## src/rtl/fault_fsm_nch_pkg.sv

```systemverilog
// Shared definitions for the N-channel fault escalation block:
// state encodings, fault id width and packed counter-bus slicing.
package fault_pkg;

    // Escalation levels. The encoding is visible on the state port.
    typedef enum logic [1:0] {
        S_NORMAL   = 2'b00,
        S_WARNING  = 2'b01,
        S_FAULT    = 2'b10,
        S_SHUTDOWN = 2'b11
    } state_e;

    // Width of channel ids (index+1, 0 = none); covers up to 15 channels.
    localparam int FAULT_ID_W = 4;

    // Low bit of channel ch inside a packed bus of w-bit slices.
    function automatic int cnt_lo(input int ch, input int w);
        return ch * w;
    endfunction

endpackage

```

## src/rtl/fault_chan_cnt.sv

```systemverilog
// Saturating leaky persistence counter for one fault channel.
// Counts up while act is high (sticks at all-ones), and while act is low
// decays by LEAK per cycle down to zero. LEAK=0 clears at once.
module fault_chan_cnt #(
    parameter int CNT_W = 8,
    parameter int LEAK  = 1
) (
    input  logic             clk,
    input  logic             rst_n,
    input  logic             act,
    output logic [CNT_W-1:0] cnt
);

    localparam logic [CNT_W-1:0] CNT_MAX = '1;
    // Only used when cnt_q >= LEAK, which implies LEAK fits in CNT_W bits.
    localparam logic [CNT_W-1:0] LEAK_V  = CNT_W'(LEAK);

    logic [CNT_W-1:0] cnt_d;
    logic [CNT_W-1:0] cnt_q;

    // Next count: saturating increment when active, floored decay otherwise.
    always_comb begin
        cnt_d = cnt_q;
        if (act) begin
            if (cnt_q != CNT_MAX) begin
                cnt_d = cnt_q + 1'b1;
            end
        end else if (LEAK == 0) begin
            cnt_d = '0;
        end else if (int'(cnt_q) >= LEAK) begin
            cnt_d = cnt_q - LEAK_V;
        end else begin
            cnt_d = '0;
        end
    end

    // Counter register, cleared asynchronously.
    always_ff @(posedge clk or negedge rst_n) begin
        if (!rst_n) begin
            cnt_q <= '0;
        end else begin
            cnt_q <= cnt_d;
        end
    end

    assign cnt = cnt_q;

endmodule

```

## src/rtl/fault_fsm_nch.sv

```systemverilog
// N-channel fault escalation FSM (NORMAL/WARNING/FAULT/SHUTDOWN).
// Each unmasked fault flag drives a leaky persistence counter; the FSM
// escalates one level per cycle when any active channel's registered count
// has reached the next threshold. SHUTDOWN only leaves on reset.
// Optional macro FAULT_LOG_EN enables first_fault_id / sticky logging;
// without it those ports read 0.
// There is no valid/ready handshake here: every input is level-sampled on
// each rising clk edge and every output is valid continuously.
module fault_fsm_nch
    import fault_pkg::*;
#(
    parameter int N_CH    = 4,
    parameter int CNT_W   = 8,
    parameter int P_WARN  = 5,
    parameter int P_FAULT = 12,
    parameter int P_SHUT  = 30,
    parameter int LEAK    = 1
) (
    input  logic                  clk,
    input  logic                  rst_n,
    input  logic [N_CH-1:0]       flt_in,
    input  logic [N_CH-1:0]       mask,
    input  logic                  clear_warning,
    output logic [1:0]            state,
    output logic                  warn,
    output logic                  fault,
    output logic                  shutdown,
    output logic [3:0]            active_fault_id,
    output logic [N_CH*CNT_W-1:0] cnt_bus,
    output logic [3:0]            first_fault_id,
    output logic [N_CH-1:0]       sticky
);

    // Parameter sanity: thresholds strictly ordered and representable.
    if (!(P_WARN > 0 && P_WARN < P_FAULT && P_FAULT < P_SHUT &&
          P_SHUT <= (2 ** CNT_W) - 1 && N_CH >= 1 && N_CH <= 15)) begin : g_bad_params
        $error("fault_fsm_nch: illegal parameter set");
    end

    logic [N_CH-1:0]       act;
    logic [CNT_W-1:0]      cnt_w [N_CH];
    logic [N_CH-1:0]       at_warn;
    logic [N_CH-1:0]       at_fault;
    logic [N_CH-1:0]       at_shut;
    logic                  req_warn;
    logic                  req_fault;
    logic                  req_shut;
    logic                  any_act;
    logic [FAULT_ID_W-1:0] id_w;

    state_e state_d;
    state_e state_q;
    logic   warn_q;
    logic   fault_q;
    logic   shut_q;

    assign act     = flt_in & ~mask;
    assign any_act = |act;

    // One persistence counter per channel.
    for (genvar i = 0; i < N_CH; i++) begin : g_chan
        fault_chan_cnt #(
            .CNT_W (CNT_W),
            .LEAK  (LEAK)
        ) u_cnt (
            .clk   (clk),
            .rst_n (rst_n),
            .act   (act[i]),
            .cnt   (cnt_w[i])
        );
        assign cnt_bus[cnt_lo(i, CNT_W) +: CNT_W] = cnt_w[i];
        assign at_warn[i]  = act[i] && (int'(cnt_w[i]) >= P_WARN);
        assign at_fault[i] = act[i] && (int'(cnt_w[i]) >= P_FAULT);
        assign at_shut[i]  = act[i] && (int'(cnt_w[i]) >= P_SHUT);
    end

    assign req_warn  = |at_warn;
    assign req_fault = |at_fault;
    assign req_shut  = |at_shut;

    // Priority encoder: the highest active channel index wins; id = index+1.
    always_comb begin
        id_w = '0;
        for (int i = 0; i < N_CH; i++) begin
            if (act[i]) begin
                id_w = FAULT_ID_W'(i + 1);
            end
        end
    end

    assign active_fault_id = id_w;

    // Next state: at most one escalation step per cycle; clear only when idle.
    always_comb begin
        state_d = state_q;
        unique case (state_q)
            S_NORMAL: begin
                if (req_warn) begin
                    state_d = S_WARNING;
                end
            end
            S_WARNING: begin
                if (req_fault) begin
                    state_d = S_FAULT;
                end else if (!any_act && clear_warning) begin
                    state_d = S_NORMAL;
                end
            end
            S_FAULT: begin
                if (req_shut) begin
                    state_d = S_SHUTDOWN;
                end else if (!any_act && clear_warning) begin
                    state_d = S_NORMAL;
                end
            end
            S_SHUTDOWN: begin
                state_d = S_SHUTDOWN;
            end
            default: begin
                state_d = S_NORMAL;
            end
        endcase
    end

    // State register with registered one-hot style decodes.
    always_ff @(posedge clk or negedge rst_n) begin
        if (!rst_n) begin
            state_q <= S_NORMAL;
            warn_q  <= 1'b0;
            fault_q <= 1'b0;
            shut_q  <= 1'b0;
        end else begin
            state_q <= state_d;
            warn_q  <= (state_d == S_WARNING);
            fault_q <= (state_d == S_FAULT);
            shut_q  <= (state_d == S_SHUTDOWN);
        end
    end

    assign state    = state_q;
    assign warn     = warn_q;
    assign fault    = fault_q;
    assign shutdown = shut_q;

`ifdef FAULT_LOG_EN
    logic                  clear_evt;
    logic [FAULT_ID_W-1:0] first_d;
    logic [FAULT_ID_W-1:0] first_q;
    logic [N_CH-1:0]       sticky_d;
    logic [N_CH-1:0]       sticky_q;

    // An operator clear that actually returns the FSM to NORMAL.
    assign clear_evt = (state_q == S_WARNING || state_q == S_FAULT) &&
                       (state_d == S_NORMAL);

    // Log next values: capture the id on the first warning, accumulate
    // channels that crossed P_WARN, wipe both on an effective clear.
    always_comb begin
        first_d  = first_q;
        sticky_d = sticky_q | at_warn;
        if (state_q == S_NORMAL && state_d == S_WARNING) begin
            first_d = id_w;
        end
        if (clear_evt) begin
            first_d  = '0;
            sticky_d = '0;
        end
    end

    // Log registers.
    always_ff @(posedge clk or negedge rst_n) begin
        if (!rst_n) begin
            first_q  <= '0;
            sticky_q <= '0;
        end else begin
            first_q  <= first_d;
            sticky_q <= sticky_d;
        end
    end

    assign first_fault_id = first_q;
    assign sticky         = sticky_q;
`else
    assign first_fault_id = '0;
    assign sticky         = '0;
`endif

endmodule

```

## config.mk

```make
export PLATFORM = sky130hd
export DESIGN_NAME = fault_fsm_nch
export DESIGN_NICKNAME = d
export VERILOG_FILES = /design/src/rtl/fault_fsm_nch_pkg.sv /design/src/rtl/fault_chan_cnt.sv /design/src/rtl/fault_fsm_nch.sv
export SDC_FILE = /design/constraint.sdc
export NUM_CORES = 1
export LEC_CHECK = 0
export CAP_MARGIN = 40
export CORE_UTILIZATION = 53
export CTS_CLUSTER_SIZE = 25
export DETAILED_ROUTE_END_ITERATION = 10
export MAX_ROUTING_LAYER = met4
export PLACE_DENSITY = 0.92
export RECOVER_POWER = 50
export SYNTH_ARGS = -nofsm -noshare
export SYNTH_HDL_FRONTEND = slang
export SYNTH_SLANG_ARGS = --single-unit
```

## constraint.sdc

```tcl
create_clock -name clk -period 2 [get_ports clk]
set_input_delay 0.4 -clock clk [delete_from_list [all_inputs] [get_ports clk]]
set_output_delay 0.4 -clock clk [all_outputs]
set_load 0.02 [all_outputs]
```

==> out/results.md, run 1 <==
Run status
• completed — outcome

Final layout
• 0 — count of inserted antenna diode cells
• 506 — Cell Count, Final, Fillers Out
• 460 — final layout net count
• 3822 um2 — fin area
• 17.05% — fraction of layout instances using a drive strength above 1
• 457 — layout filler cell count
• 27.08% — synth-to-layout area growth

Placed design
• 5629 um — detailed-placement wirelength estimate
• 496 — number of placed instances with taps included
• 3690 um2 — Post-DP Area
• 0.9349 — global placer's final weighted congestion
• -0.2998 ns — pre-CTS setup slack
• 50 — number of port buffers

STA
• 0 — final setup vio count
• 0.05130 ns — setup ws final
• 0 — max-slew violation count
• 0.5132 GHz — achievable clock frequency
• 0.9351 ns — slew at the pin with the worst max-slew slack
• 0 — final number of hold-violating endpoints
• 0.002812 ns — Layout Skew
• 37.66% — worst-case headroom to the max-slew limit
• 97.44% — fraction of the cycle the final worst path needs
• 1.949 ns — post-layout min period

Global routing
• 12950 um — global-route wire length before repair
• 27.51% — GRT Overall Usage
• 2863 — via count of the first global-routing pass
• 0 — aggregate global routing overflow
• 38 — pin count of the biggest net entering global routing
• 0 — number of antenna violations at the first check in global routing

Critical path
• primary output — capturing element type of the critical path
• clkdlybuf4s50_1 — Max stage delay cell, worst path
• clkdlybuf4s50_1 — CP Cell Sequence
• flip-flop to primary output — crit path kind
• 1.60 ns — data required time at the worst endpoint
• 10 — critical-path maximum fanout
• 1.55 ns — data arrival time of the critical path
• 1 — buffers plus inverters on the worst setup path
• flip-flop — critical path launch point type
• buffers and inverters — cell family with the largest share of critical-path delay
• 0.68 ns — peak per-stage delay on the critical path

Hold path
• input pin to async pin — type of the tightest min-delay check

Route
• 0 — DRC Markers
• 0 — DRT antenna net count
• 5 — first drt pass iteration count
• 259 — detailed router's first-iteration violation count
• 7904 um — Final Routed Wirelength
• 3082 — via count
• 6.091 — via density per instance
• 15.62 um — average wire per standard cell

Synthesis
• dfrtp_1 — main flop type after synthesis
• 65 — number of distinct library cell variants in the gate-level netlist after synthesis
• 3008 um2 — Post-Syn Area
• 30.78% — share of the yosys chip area belonging to registers
• 367 — synthesized instance count
• 0 — number of warning messages in the yosys log
• 37 — total of flip-flops plus latches after synthesis
• 100.0% — share of flip-flops with an asynchronous set or reset after synthesis
• 8.196 um2 — average cell area after synthesis
• 0 — number of flops mapped to enable cells by yosys

Clocking
• clkbuf_8 — Root Buffer
• built — CTS tree
• 0.30 ns — clock latency on the worst-skew pair
• 2 — maximum clock insertion buffer count
• 0 — quantity of hold-fixing buffers added after cts
• 2 — H-tree lvl count
• 5 — total CTS buffers
• 0.08 ns — post-CTS clock slew at the launch and capture registers of the worst setup and hold paths
• 37 — number of sinks on the clock net

Pwr
• 5400 uW — post-route total power
• 1413 nW/um2 — total power density per cell area
• 0.001642 uW — leak pwr
• 0.0008155 V — worst-case vdd ir drop

Die
• 54.96% — starting density of the core
• 77.34 um — chip width
• 60 — number of top-level design ports
• 5981 um2 — total die area
• 27 — FP Rows
• 5473 um2 — floorplan core area
• 77.34 um — Die Span Y

Flow run
• 0 — max-cap violation count

## cell usage after synthesis (3+ instances only)
cell type	instances	area share (%)
nand2b_1	11	2.3
nand4_1	6	1.2
nand3b_1	3	0.75
nor2b_1	4	0.83
a21o_1	5	1.2
nor4_2	4	1.7
xor2_1	4	1.2
a21oi_1	31	5.2
and2_1	3	0.62
o22ai_1	5	1.0
buf_2	11	1.8
nor3_1	16	2.7
o21ai_0	17	2.8
nand3_1	14	2.3
nand2_1	39	4.9
buf_4	10	2.5
xnor2_1	5	1.5
a221oi_1	3	0.87
inv_1	14	1.7
a211oi_1	3	0.75
a31oi_1	8	1.7
dfrtp_1	37	31
nor2_1	23	2.9
mux2i_1	4	1.3
ha_1	16	6.7
and3_1	10	2.1
nor4_1	5	1.0
clkbuf_1	10	1.2
## kinds of logic after synthesis
group / after synthesis / synth area share (%)
other: 1 / 0.1247
flip-flops: 37 / 30.78
XOR/XNOR: 9 / 2.620
adder cells (fa/ha/maj): 16 / 6.656
multiplexers: 4 / 1.331
AND/OR/NAND/NOR: 159 / 30.87
buffers and inverters: 47 / 7.820
AO/OA/AOI/OAI: 94 / 19.80
## metal layers
layer	GRT usage, %	part of all wire [%]	vias to the layer above	wire (um)
met2	46.64	51	137	4028
li1	-	-	1436	-
met5	-	0	-	0
met3	4.235	6.2	15	493
met4	10.19	1.3	0	104
met1	32.99	41	1494	3278
## layout by cell type (no fill, tap or decap), drive strengths merged, types with 7 or more instances in the layout
cell type / synthesis / layout
nor3: 18 / 18
a31oi: 8 / 8
nand4: 7 / 7
a21oi: 31 / 31
inv: 15 / 15
buf: 22 / 33
nand2b: 11 / 11
dlygate4sd3: 0 / 8
nor2: 24 / 24
nand3: 14 / 14
conb: 1 / 9
clkbuf: 10 / 9
and3: 12 / 12
nor4: 11 / 11
o21ai: 19 / 19
nand2: 39 / 39
dfrtp: 37 / 37
ha: 16 / 16
clkdlybuf4s50: 0 / 38
## path summary, 6_finish.rpt
kind,from,endpoint,slack [ns],cells after the start
worst max-delay path,g_chan[3].u_cnt.cnt[7]$_DFFE_PN0P_,cnt_bus[31],0.05,1
max in group asynchronous,rst_n,g_chan[0].u_cnt.cnt[2]$_DFFE_PN0P_,1.05,2
worst min register to register,state[1]$_DFF_PN0_,fault$_DFF_PN0_,0.55,1
worst max register to register,g_chan[1].u_cnt.cnt[1]$_DFFE_PN0P_,state[0]$_DFF_PN0_,0.09,7
min in group clk,state[1]$_DFF_PN0_,fault$_DFF_PN0_,0.55,1
worst min-delay path,rst_n,g_chan[1].u_cnt.cnt[5]$_DFFE_PN0P_,0.31,2
## flip-flops by register name, summed over array words and instances (netlist names)
name / count
g_chan.u_cnt.cnt: 32
shutdown: 1
fault: 1
warn: 1
state: 2
## through the flow
step	hold slack, ns	setup TNS [ns]	utilization, %
6_report	0.3147	0	69.84
5_1_grt	0.3848	-0.05927	69.84
4_1_cts	0.1508	0	69.25
2_1_floorplan	0.1044	0	-
3_5_place_dp	0.4730	-1.684	67.42
3_3_place_gp	0.4758	-0.9540	67.42
## cell type report
| cell class | instances | area [um2] | share of cell area (%) |
|---|---|---|---|
| Multi-Input combinational cell | 291 | 1898 | 49.66 |
| Sequential cell | 37 | 932.1 | 24.39 |
| Timing Repair Buffer | 83 | 744.5 | 19.48 |
| Clock buffer | 7 | 96.34 | 2.520 |
| Tap cell | 72 | 90.09 | 2.357 |
| Inverter | 15 | 56.30 | 1.473 |
| Clock inverter | 1 | 5.005 | 0.1309 |
## report_power, final
part / switching [uW] / total (uW) / internal, uW
clock: 294 / 607 / 312
combinational: 1640 / 3080 / 1440
sequential: 655 / 1720 / 1060
total: 2590 / 5400 / 2810
## repair_timing
item                       CTS  global route
gates resized for setup      5            11
pin swaps                    0             1
setup endpoints to repair    3            11
setup buffers                0             2
Power figures use the tool's default switching activity.
==> run 2: changes to the inputs <==
Settings changed: GPL_TIMING_DRIVEN from default to 0, MAX_ROUTING_LAYER met4 to default.
==> run 2 against run 1 <==
  * Highest routed layer unchanged
  * Combinational power up 3%
  * Worst hold slack better by 0.26 ns
  * Non-clock buffer count increased by 2
  * Critical path type is now input pin to primary output
  * Sequential share of layout area about the same
  * Clock skew increased by 0.0016 ns
  * First-iteration DRC count increased by 19%
  * Largest cell class unchanged
  * Sequential power is 9.9% lower
  * Critical path depth increased by 5
  * Global-route usage shrank 2.6 points
  * Via count fell by 2.0%
  * Flip-flop and latch count unchanged
==> out/results.md, run 2 (same netlist as run 1, synthesis figures left out) <==
Global routing
• 0 — number of antenna violations at the first check in global routing, unchanged
• 27 — pin count of the biggest net entering global routing, -29%
• 2623 — via count of the first global-routing pass, -8.4%
• 0 — aggregate global routing overflow, unchanged
• 24.94% — GRT Overall Usage, -2.6 points
• 12210 um — global-route wire length before repair, -5.8%

Route
• 0 — DRT antenna net count, unchanged
• 5.968 — via density per instance, -2.0%
• 308 — detailed router's first-iteration violation count, +19%
• 14.61 um — average wire per standard cell, -6.5%
• 0 — DRC Markers, unchanged
• 7391 um — Final Routed Wirelength, -6.5%
• 5 — first drt pass iteration count, unchanged
• 3020 — via count, -2.0%

STA
• 54.04% — worst-case headroom to the max-slew limit, +16 points
• 0.5791 ns — worst-case hold slack, +0.2645 ns
• 0.004392 ns — Layout Skew, +0.001580 ns
• 0.06069 ns — setup ws final, +0.009395 ns
• 0 — final setup vio count, unchanged
• 0 — final number of hold-violating endpoints, unchanged
• true — RSZ-0062 raised after global routing
• 1.939 ns — post-layout min period, -0.009395 ns
• 0 — max-slew violation count, unchanged
• 0.5156 GHz — achievable clock frequency, +0.48%
• 0.6894 ns — slew at the pin with the worst max-slew slack, -0.2457 ns
• 96.97% — fraction of the cycle the final worst path needs, -0.47 points

Clocking
• 37 — number of sinks on the clock net, unchanged
• 2 — maximum clock insertion buffer count, unchanged
• 0.07 ns — post-CTS clock slew at the launch and capture registers of the worst setup and hold paths, about the same
• 0.29 ns — clock latency on the worst-skew pair, about the same
• 5 — total CTS buffers, unchanged
• 2 — H-tree lvl count, unchanged
• clkbuf_8 — Root Buffer
• built — CTS tree

Die
• 5473 um2 — floorplan core area, unchanged
• 77.34 um — Die Span Y, unchanged
• 54.96% — starting density of the core, unchanged
• 60 — number of top-level design ports, unchanged
• 5981 um2 — total die area, unchanged
• 27 — FP Rows, unchanged
• 77.34 um — chip width, unchanged

Pwr
• 1365 nW/um2 — total power density per cell area, -3.4%
• 29.7% — sequential fraction of design power, -2.1 points
• 0.001654 uW — leak pwr, +0.73%
• 0.0009166 V — worst-case vdd ir drop, +12%
• 2690 uW — internal power of the cells, -4.4%
• 2523 uW — sw power, -2.5%
• 9.6% — clock group share of total power, -1.6 points
• 60.7% — share of power burned in combinational logic, +3.7 points
• 48.39% — fraction of power spent switching nets, +0.50 points

Run status
• completed — outcome

Final layout
• 932.1 um2 — combined flip-flop and latch cell area, unchanged
• 26.95% — synth-to-layout area growth, about the same
• nand2_1 — most common cell after layout, fill and taps aside
• 39 x nand2_1, 32 x dfrtp_1, 31 x a21oi_1 — commonest cells after routing, fill and taps aside
• 32 — Largest register FFs, unchanged
• 1924 um2 — multi-input logic area, +1.4%
• 0 — count of inserted antenna diode cells, unchanged
• 506 — Cell Count, Final, Fillers Out, unchanged
• 462 — final layout net count, +0.43%
• 17.05% — fraction of layout instances using a drive strength above 1, unchanged
• 465 — layout filler cell count, +1.8%

Critical path
• 0.49 ns — peak per-stage delay on the critical path, -0.19 ns
• 1.54 ns — data arrival time of the critical path, about the same
• input pin to primary output — crit path kind
• input pin — critical path launch point type
• 10 — critical-path maximum fanout, unchanged
• 1.60 ns — data required time at the worst endpoint, about the same
• clkdlybuf4s50_1 -> nand2b_4 -> clkbuf_8 -> a21oi_1 -> nor2_1 -> buf_4 — CP Cell Sequence
• clkdlybuf4s50_1 — Max stage delay cell, worst path
• primary output — capturing element type of the critical path

Placed design
• 50 — number of port buffers, unchanged
• 498 — number of placed instances with taps included, +0.40%
• -0.7511 ns — pre-CTS setup slack, -0.4513 ns
• 5379 um — detailed-placement wirelength estimate, -4.4%
• 0.9414 — global placer's final weighted congestion, +0.70%

Flow run
• 0 — max-cap violation count, unchanged

Hold path
• flip-flop to flip-flop — type of the tightest min-delay check

-- run 2: cell types whose count changed in the layout (fill, tap and decap cells not counted), sizes merged, moves of 5 or more --
cell	change
clkdlybuf4s50	-8
buf	-5
dlygate4sd3	+8
clkbuf	+6
-- run 2: layer usage --
metal | global-route usage, % | wire (um) | up-vias
li1 | - | - | 1448
met1 | 33.18 | 3243 | 1441
met2 | 41.24 | 3658 | 124
met3 | 3.882 | 427 | 7
met4 | 8.302 | 61 | 0
met5 | 0 | 0 | -
-- run 2: layout make-up --
class,instances,share of cell area [%]
clock buffers,5,1.802
flip-flops and latches,37,24.41
multi-input cells,291,50.39
plain buffers,32,5.505
inverters,15,1.606
clock inverters,1,0.1311
well taps,72,2.359
repair buffers,53,13.79
-- run 2: critical path: cells and delay by family --
kind,cells,cell delay (ns)
buffers and inverters,3,0.81
AOI/OAI and AO/OA,1,0.07
and+or+nand+nor,2,0.25
-- run 2: final timing paths --
kind / startpoint / end / slack [ns] / depth (start not counted)
setup / recovery: mask[1] / active_fault_id[0] / 0.06 / 6
hold / removal: state[1]$_DFF_PN0_ / fault$_DFF_PN0_ / 0.58 / 1
setup reg to reg: g_chan[1].u_cnt.cnt[5]$_DFFE_PN0P_ / g_chan[1].u_cnt.cnt[5]$_DFFE_PN0P_ / 0.08 / 5
hold reg to reg: state[1]$_DFF_PN0_ / fault$_DFF_PN0_ / 0.58 / 1
max in group asynchronous: rst_n / g_chan[0].u_cnt.cnt[0]$_DFFE_PN0P_ / 0.74 / 3
min in group asynchronous: rst_n / g_chan[1].u_cnt.cnt[7]$_DFFE_PN0P_ / 0.66 / 2
-- run 2: power groups by stage --
stage	clock network (uW)	logic (uW)	registers, uW
3_5_place_dp	0	3120	1550
4_1_cts	511	3150	1530
3_3_place_gp	0	3020	1520
2_1_floorplan	0	1770	1820
5_1_grt	537	3440	1620
6_report	499	3170	1550
-- run 2: timing repair --
item	in CTS	in global routing
hold endpoints to repair	11	0
setup endpoints to repair	4	18
setup buffers	0	1
resized for setup	25	24
hold buffers	1	0
pin swaps	0	2
-- run 2: per-stage QoR --
step | TNS, ns | util (%) | power [uW] | area, um2
3_5_place_dp | -4.602 | 66.58 | 4668 | 3643
6_report | 0 | 69.78 | 5213 | 3819
5_1_grt | -0.01679 | 69.78 | 5599 | 3819
4_1_cts | 0 | 68.68 | 5190 | 3759
3_3_place_gp | -19.18 | 66.30 | 4547 | 3628
2_1_floorplan | 0 | - | 3591 | 3038
